$ cat config.mk
export PLATFORM = sky130hd
export DESIGN_NAME = ahb_lite_initiator
export DESIGN_NICKNAME = d
export VERILOG_FILES = /design/src/rtl/ahb_lite_initiator.sv
export SDC_FILE = /design/constraint.sdc
export NUM_CORES = 1
export LEC_CHECK = 0
export CAP_MARGIN = 20
export CORE_ASPECT_RATIO = 2
export CORE_UTILIZATION = 43
export DETAILED_ROUTE_END_ITERATION = 16
export PLACE_DENSITY = 0.83
export RECOVER_POWER = 25
export SYNTH_ARGS = -nofsm -noshare
export SYNTH_HDL_FRONTEND = slang
export SYNTH_SLANG_ARGS = --single-unit
export TNS_END_PERCENT = 100
$ cat constraint.sdc
create_clock -name HCLK -period 1.7 [get_ports HCLK]
set_clock_uncertainty 0.05 [all_clocks]
set_input_delay 0.34 -clock HCLK [delete_from_list [all_inputs] [get_ports HCLK]]
set_output_delay 0.34 -clock HCLK [all_outputs]
set_load 0.02 [all_outputs]
$ cat src/rtl/ahb_lite_initiator.sv
// Valid/ready command port to pipelined AHB-Lite NONSEQ/SINGLE transfers with one response per command.
// Zero-wait latency is accept edge + 3 to rsp_valid. Commands are refused while HREADY is low or an ERROR reissue is pending.
module ahb_lite_initiator #(
  parameter int unsigned ADDR_WIDTH = 32,
  parameter int unsigned DATA_WIDTH = 32,
  parameter logic        NONSEC     = 1'b0
) (
  input  logic                  HCLK,
  input  logic                  HRESETn,
  input  logic                  cmd_valid,
  output logic                  cmd_ready,
  input  logic [ADDR_WIDTH-1:0] cmd_addr,
  input  logic                  cmd_write,
  input  logic [2:0]            cmd_size,
  input  logic [DATA_WIDTH-1:0] cmd_wdata,
  output logic                  rsp_valid,
  output logic                  rsp_write,
  output logic [DATA_WIDTH-1:0] rsp_rdata,
  output logic                  rsp_err,
  output logic [ADDR_WIDTH-1:0] HADDR,
  output logic [1:0]            HTRANS,
  output logic                  HWRITE,
  output logic [2:0]            HSIZE,
  output logic [2:0]            HBURST,
  output logic                  HNONSEC,
  output logic [DATA_WIDTH-1:0] HWDATA,
  input  logic [DATA_WIDTH-1:0] HRDATA,
  input  logic                  HREADY,
  input  logic                  HRESP
);

  if (!(DATA_WIDTH == 8   || DATA_WIDTH == 16  || DATA_WIDTH == 32  || DATA_WIDTH == 64 ||
        DATA_WIDTH == 128 || DATA_WIDTH == 256 || DATA_WIDTH == 512 || DATA_WIDTH == 1024)) begin : g_bad_width
    $fatal(1, "ahb_lite_initiator: illegal DATA_WIDTH %0d", DATA_WIDTH);
  end

  logic                  ap_valid_q;
  logic [ADDR_WIDTH-1:0] ap_addr_q;
  logic                  ap_write_q;
  logic [2:0]            ap_size_q;
  logic [DATA_WIDTH-1:0] ap_wdata_q;
  logic                  ap_hold_q;
  logic                  dp_valid_q;
  logic                  dp_write_q;
  logic [DATA_WIDTH-1:0] dp_wdata_q;
  logic                  rsp_valid_q;
  logic                  rsp_write_q;
  logic                  rsp_err_q;
  logic [DATA_WIDTH-1:0] rsp_rdata_q;
  logic                  done_d;

  // ap_hold masks the address phase during the second ERROR cycle so the pending command is reissued.
  assign HTRANS    = (ap_valid_q && !ap_hold_q) ? 2'b10 : 2'b00;
  assign HADDR     = ap_addr_q;
  assign HWRITE    = ap_write_q;
  assign HSIZE     = ap_size_q;
  assign HBURST    = 3'b000;
  assign HNONSEC   = NONSEC;
  assign HWDATA    = (dp_valid_q && dp_write_q) ? dp_wdata_q : '0;
  assign cmd_ready = HREADY & ~ap_hold_q;
  assign done_d    = HREADY & dp_valid_q;

  assign rsp_valid = rsp_valid_q;
  assign rsp_write = rsp_write_q;
  assign rsp_err   = rsp_err_q;
  assign rsp_rdata = rsp_rdata_q;

  always_ff @(posedge HCLK or negedge HRESETn) begin
    if (!HRESETn) begin
      ap_valid_q  <= 1'b0;
      ap_addr_q   <= '0;
      ap_write_q  <= 1'b0;
      ap_size_q   <= 3'b000;
      ap_wdata_q  <= '0;
      ap_hold_q   <= 1'b0;
      dp_valid_q  <= 1'b0;
      dp_write_q  <= 1'b0;
      dp_wdata_q  <= '0;
      rsp_valid_q <= 1'b0;
      rsp_write_q <= 1'b0;
      rsp_err_q   <= 1'b0;
      rsp_rdata_q <= '0;
    end else begin
      rsp_valid_q <= done_d;
      rsp_write_q <= done_d & dp_write_q;
      rsp_err_q   <= done_d & HRESP;
      rsp_rdata_q <= (done_d && !dp_write_q) ? HRDATA : '0;

      if (!HREADY) begin
        if (dp_valid_q && HRESP) ap_hold_q <= 1'b1;
      end else if (ap_hold_q) begin
        ap_hold_q  <= 1'b0;
        dp_valid_q <= 1'b0;
      end else begin
        dp_valid_q <= ap_valid_q;
        dp_write_q <= ap_write_q;
        dp_wdata_q <= ap_wdata_q;
        ap_valid_q <= cmd_valid;
        if (cmd_valid) begin
          ap_addr_q  <= cmd_addr;
          ap_write_q <= cmd_write;
          ap_size_q  <= cmd_size;
          ap_wdata_q <= cmd_wdata;
        end
      end
    end
  end

endmodule

==> results.json <==
{
  "portBuffers": 209,
  "hold_viol_final": 0,
  "yosys.area.top_type_share_pct": 64.1,
  "drv_slew": 0,
  "die_h_um": 161,
  "clk_pin_slew_ns": 0.06,
  "final_net_count": 680,
  "route.final.wire_length_mm": 13.3,
  "r2r_start": "ap_hold_q$_DFFE_PN0P_",
  "synthCells": 344,
  "syn-cell-area_um2": 5430,
  "dieArea_um2": 13100,
  "powerDensity_nw_per_um2": 1250,
  "finalSetupViolations": 27,
  "vias": 3614,
  "synthArstFlopShare_pct": 100,
  "min_from": "HRDATA[11]",
  "ctsHtreeMaxLevel": 4,
  "antenna_found_initial": 0,
  "drtAntennaViolNets": 0,
  "worstPathMaxFanout": 8,
  "dp_hpwl_mm": 9.43,
  "ys_seq_area_share_pct": 64.1,
  "seqCellArea_um2": 3480,
  "p_int_uw": 7590,
  "yosys-top-cells-area": "dfrtp_1 (64%), mux2_2 (13%), mux2_4 (10%), and3_1 (3.9%), and2_1 (3.8%)",
  "max_cap_violations": 0,
  "drt-pass1-iter-count": 4,
  "grt_use_total_pct": 21.5,
  "postPlaceCellArea_um2": 7810,
  "fin_area_um2": 8470,
  "ir_drop_uv": 843,
  "max_freq_ghz": 0.551,
  "timing.final.crit_share_pct": 107,
  "drive_gt1_share_pct": 37.0,
  "yosys_register_bits": 139,
  "synth.distinct_cells": 17,
  "p_comb_share_pct": 28.3,
  "rsz0062_at_grt": "yes",
  "hold_end": "rsp_rdata[11]$_DFF_PN0_",
  "ff2ff_setup_slack_ns": 0.15,
  "yosysTopAreaCell": "dfrtp_1",
  "finalSetupTns_ns": -1.77,
  "fill_cells": 851,
  "hold_depth": 2,
  "status": "complete, but fails checks",
  "num_rows": 57,
  "grt_pass1_vias": 4123,
  "fp.coreArea_um2": 12200,
  "pwr-share-clk_pct": 30.9,
  "cp-start-kind": "flip-flop",
  "gr-total-overflow": 0,
  "maxSlewHeadroom_pct": 54.8,
  "grt_start_max_net_pins": 49,
  "detail_route.wl_per_cell_um": 18.1,
  "synth_common_cells": "dfrtp_1 (139), mux2_2 (65), mux2_4 (37)",
  "fp.dieW_um": 81.4,
  "cts_root_buf": "clkbuf_16",
  "worst_pin_slew_ns": 0.678,
  "multi_input_area_um2": 1900,
  "power.switching_uw": 3040,
  "areaGrowthSynthToFinish_pct": 56.1,
  "synth.avg_cell_area_um2": 15.8,
  "hold_path_class": "input port to flip-flop",
  "finalPower_uw": 10600,
  "start_util_pct": 44.5,
  "cp-end-kind": "output port",
  "cts.sinks": 139,
  "ys.flop_type": "dfrtp_1",
  "viasPerCell": 4.92,
  "worstSetupPathType": "flip-flop to output port",
  "clk_latency_ns": 0.40,
  "violations": "negative setup slack",
  "period_needed_ns": 1.81,
  "yosysWarnings": 0,
  "reg2reg_to": "dp_wdata_q[1]$_DFFE_PN0P_",
  "setup_slack_ns": -0.115,
  "cts_buffers": 17,
  "num_antenna_cells": 0,
  "yosysMostFrequentCell": "dfrtp_1",
  "worst-endpoint-required_ns": 1.31,
  "power_switching_share_pct": 28.6,
  "crit_arrival_ns": 1.42,
  "power_leakage_uw": 0.00410,
  "grt_first_pass_wirelength_mm": 20.5,
  "cts_tree": "yes",
  "drt_iter0_drc": 140,
  "gp_congestion": 0.753,
  "ios": 215,
  "drcViolationCount": 0,
  "synth_edf_count": 0,
  "clockBufferDepth": 2,
  "reg2reg_depth": 5,
  "seqPwrFrac_pct": 40.8
}
==> worst max path at each step <==
stage	from	to	slack, ns	cells past startpoint
2_1_floorplan	dp_valid_q$_DFFE_PN0P_	HWDATA[23]	0.29	3
3_3_place_gp	HREADY	cmd_ready	-0.10	4
3_5_place_dp	HREADY	HADDR[3]$_DFFE_PN0P_	-0.12	5
4_1_cts	dp_write_q$_DFFE_PN0P_	HWDATA[15]	-0.14	4
5_1_grt	dp_write_q$_DFFE_PN0P_	HWDATA[26]	-0.16	4
6_report	dp_write_q$_DFFE_PN0P_	HWDATA[15]	-0.11	4
==> final cells by class <==
class,count,share of cell area (%)
sequential,139,41.1
timing repair buffer,235,27.9
multi-input combinational,181,22.5
clock buffer,19,5.23
tap,147,2.17
clock inverter,12,1.12
inverter,1,0.0443
==> through the flow <==
step,hold slack [ns],std cells,setup slack (ns),util [%]
floorplan,-0.00559,348,0.285,-
global placement,0.261,696,-0.102,64.1
detailed placement,0.268,696,-0.123,64.1
CTS,0.395,733,-0.143,68.9
global route,0.426,734,-0.159,69.5
finish,0.434,734,-0.115,69.5
==> routing by layer <==
layer / global-route usage [%] / share of wire (%) / vias to the layer above
li1: - / - / 1626
met1: 21.1 / 33 / 1804
met2: 38.8 / 58 / 157
met3: 6.19 / 6.2 / 27
met4: 11.4 / 3.3 / 0
met5: 0 / 0 / -
==> power groups by stage <==
stage               Sequential, uW  Combinational (uW)  Clock [uW]
floorplan                     4570                1240           0
global placement              4310                2820           0
detailed placement            4360                2900           0
CTS                           4320                2950        3380
global route                  4410                3190        3520
finish                        4330                3010        3290
==> critical path, stage by stage, from the launching register on <==
cell	delay [ns]
dfrtp_2	0.44
buf_12	0.15
buf_16	0.14
and3_4	0.17
buf_6	0.12
==> kinds of logic after synthesis <==
logic type	count (synthesis)	synth area share, %
buffers and inverters	28	3.37
AO/OA/AOI/OAI	2	0.184
AND/OR/NAND/NOR	72	8.55
other	1	0.0691
multiplexers	102	23.7
flip-flops	139	64.1
==> repair_timing <==
action	CTS	global route
hold buffers	1	0
setup endpoints to repair	105	34
resized for setup	259	27
endpoints found under the hold margin	45	0
cloned	2	1
setup buffers	3	1
pin swaps	0	4
==> registers in the layout, summed over array words and instances, names as in the netlist, 3 cells and up <==
signal and count:
ap_wdata_q 32, HSIZE 3, HADDR 32, dp_wdata_q 32, rsp_rdata 32
==> placed cells by master, fill, tap and decap left out, drive strengths merged <==
cell type	synthesis	layout
clkdlybuf4s50	0	102
inv	1	3
o21ai	1	1
dfrtp	139	139
dlygate4sd2	0	71
clkbuf	10	25
dlygate4sd3	0	2
and3	34	34
mux2	102	102
conb	1	5
and2	33	33
and3b	1	1
clkinv	0	5
buf	17	54
nor2b	2	2
clkinvlp	0	5
a21oi	1	1
nand3b	1	1
nor2	1	1
No activity file was read; power rests on OpenSTA's default activity.
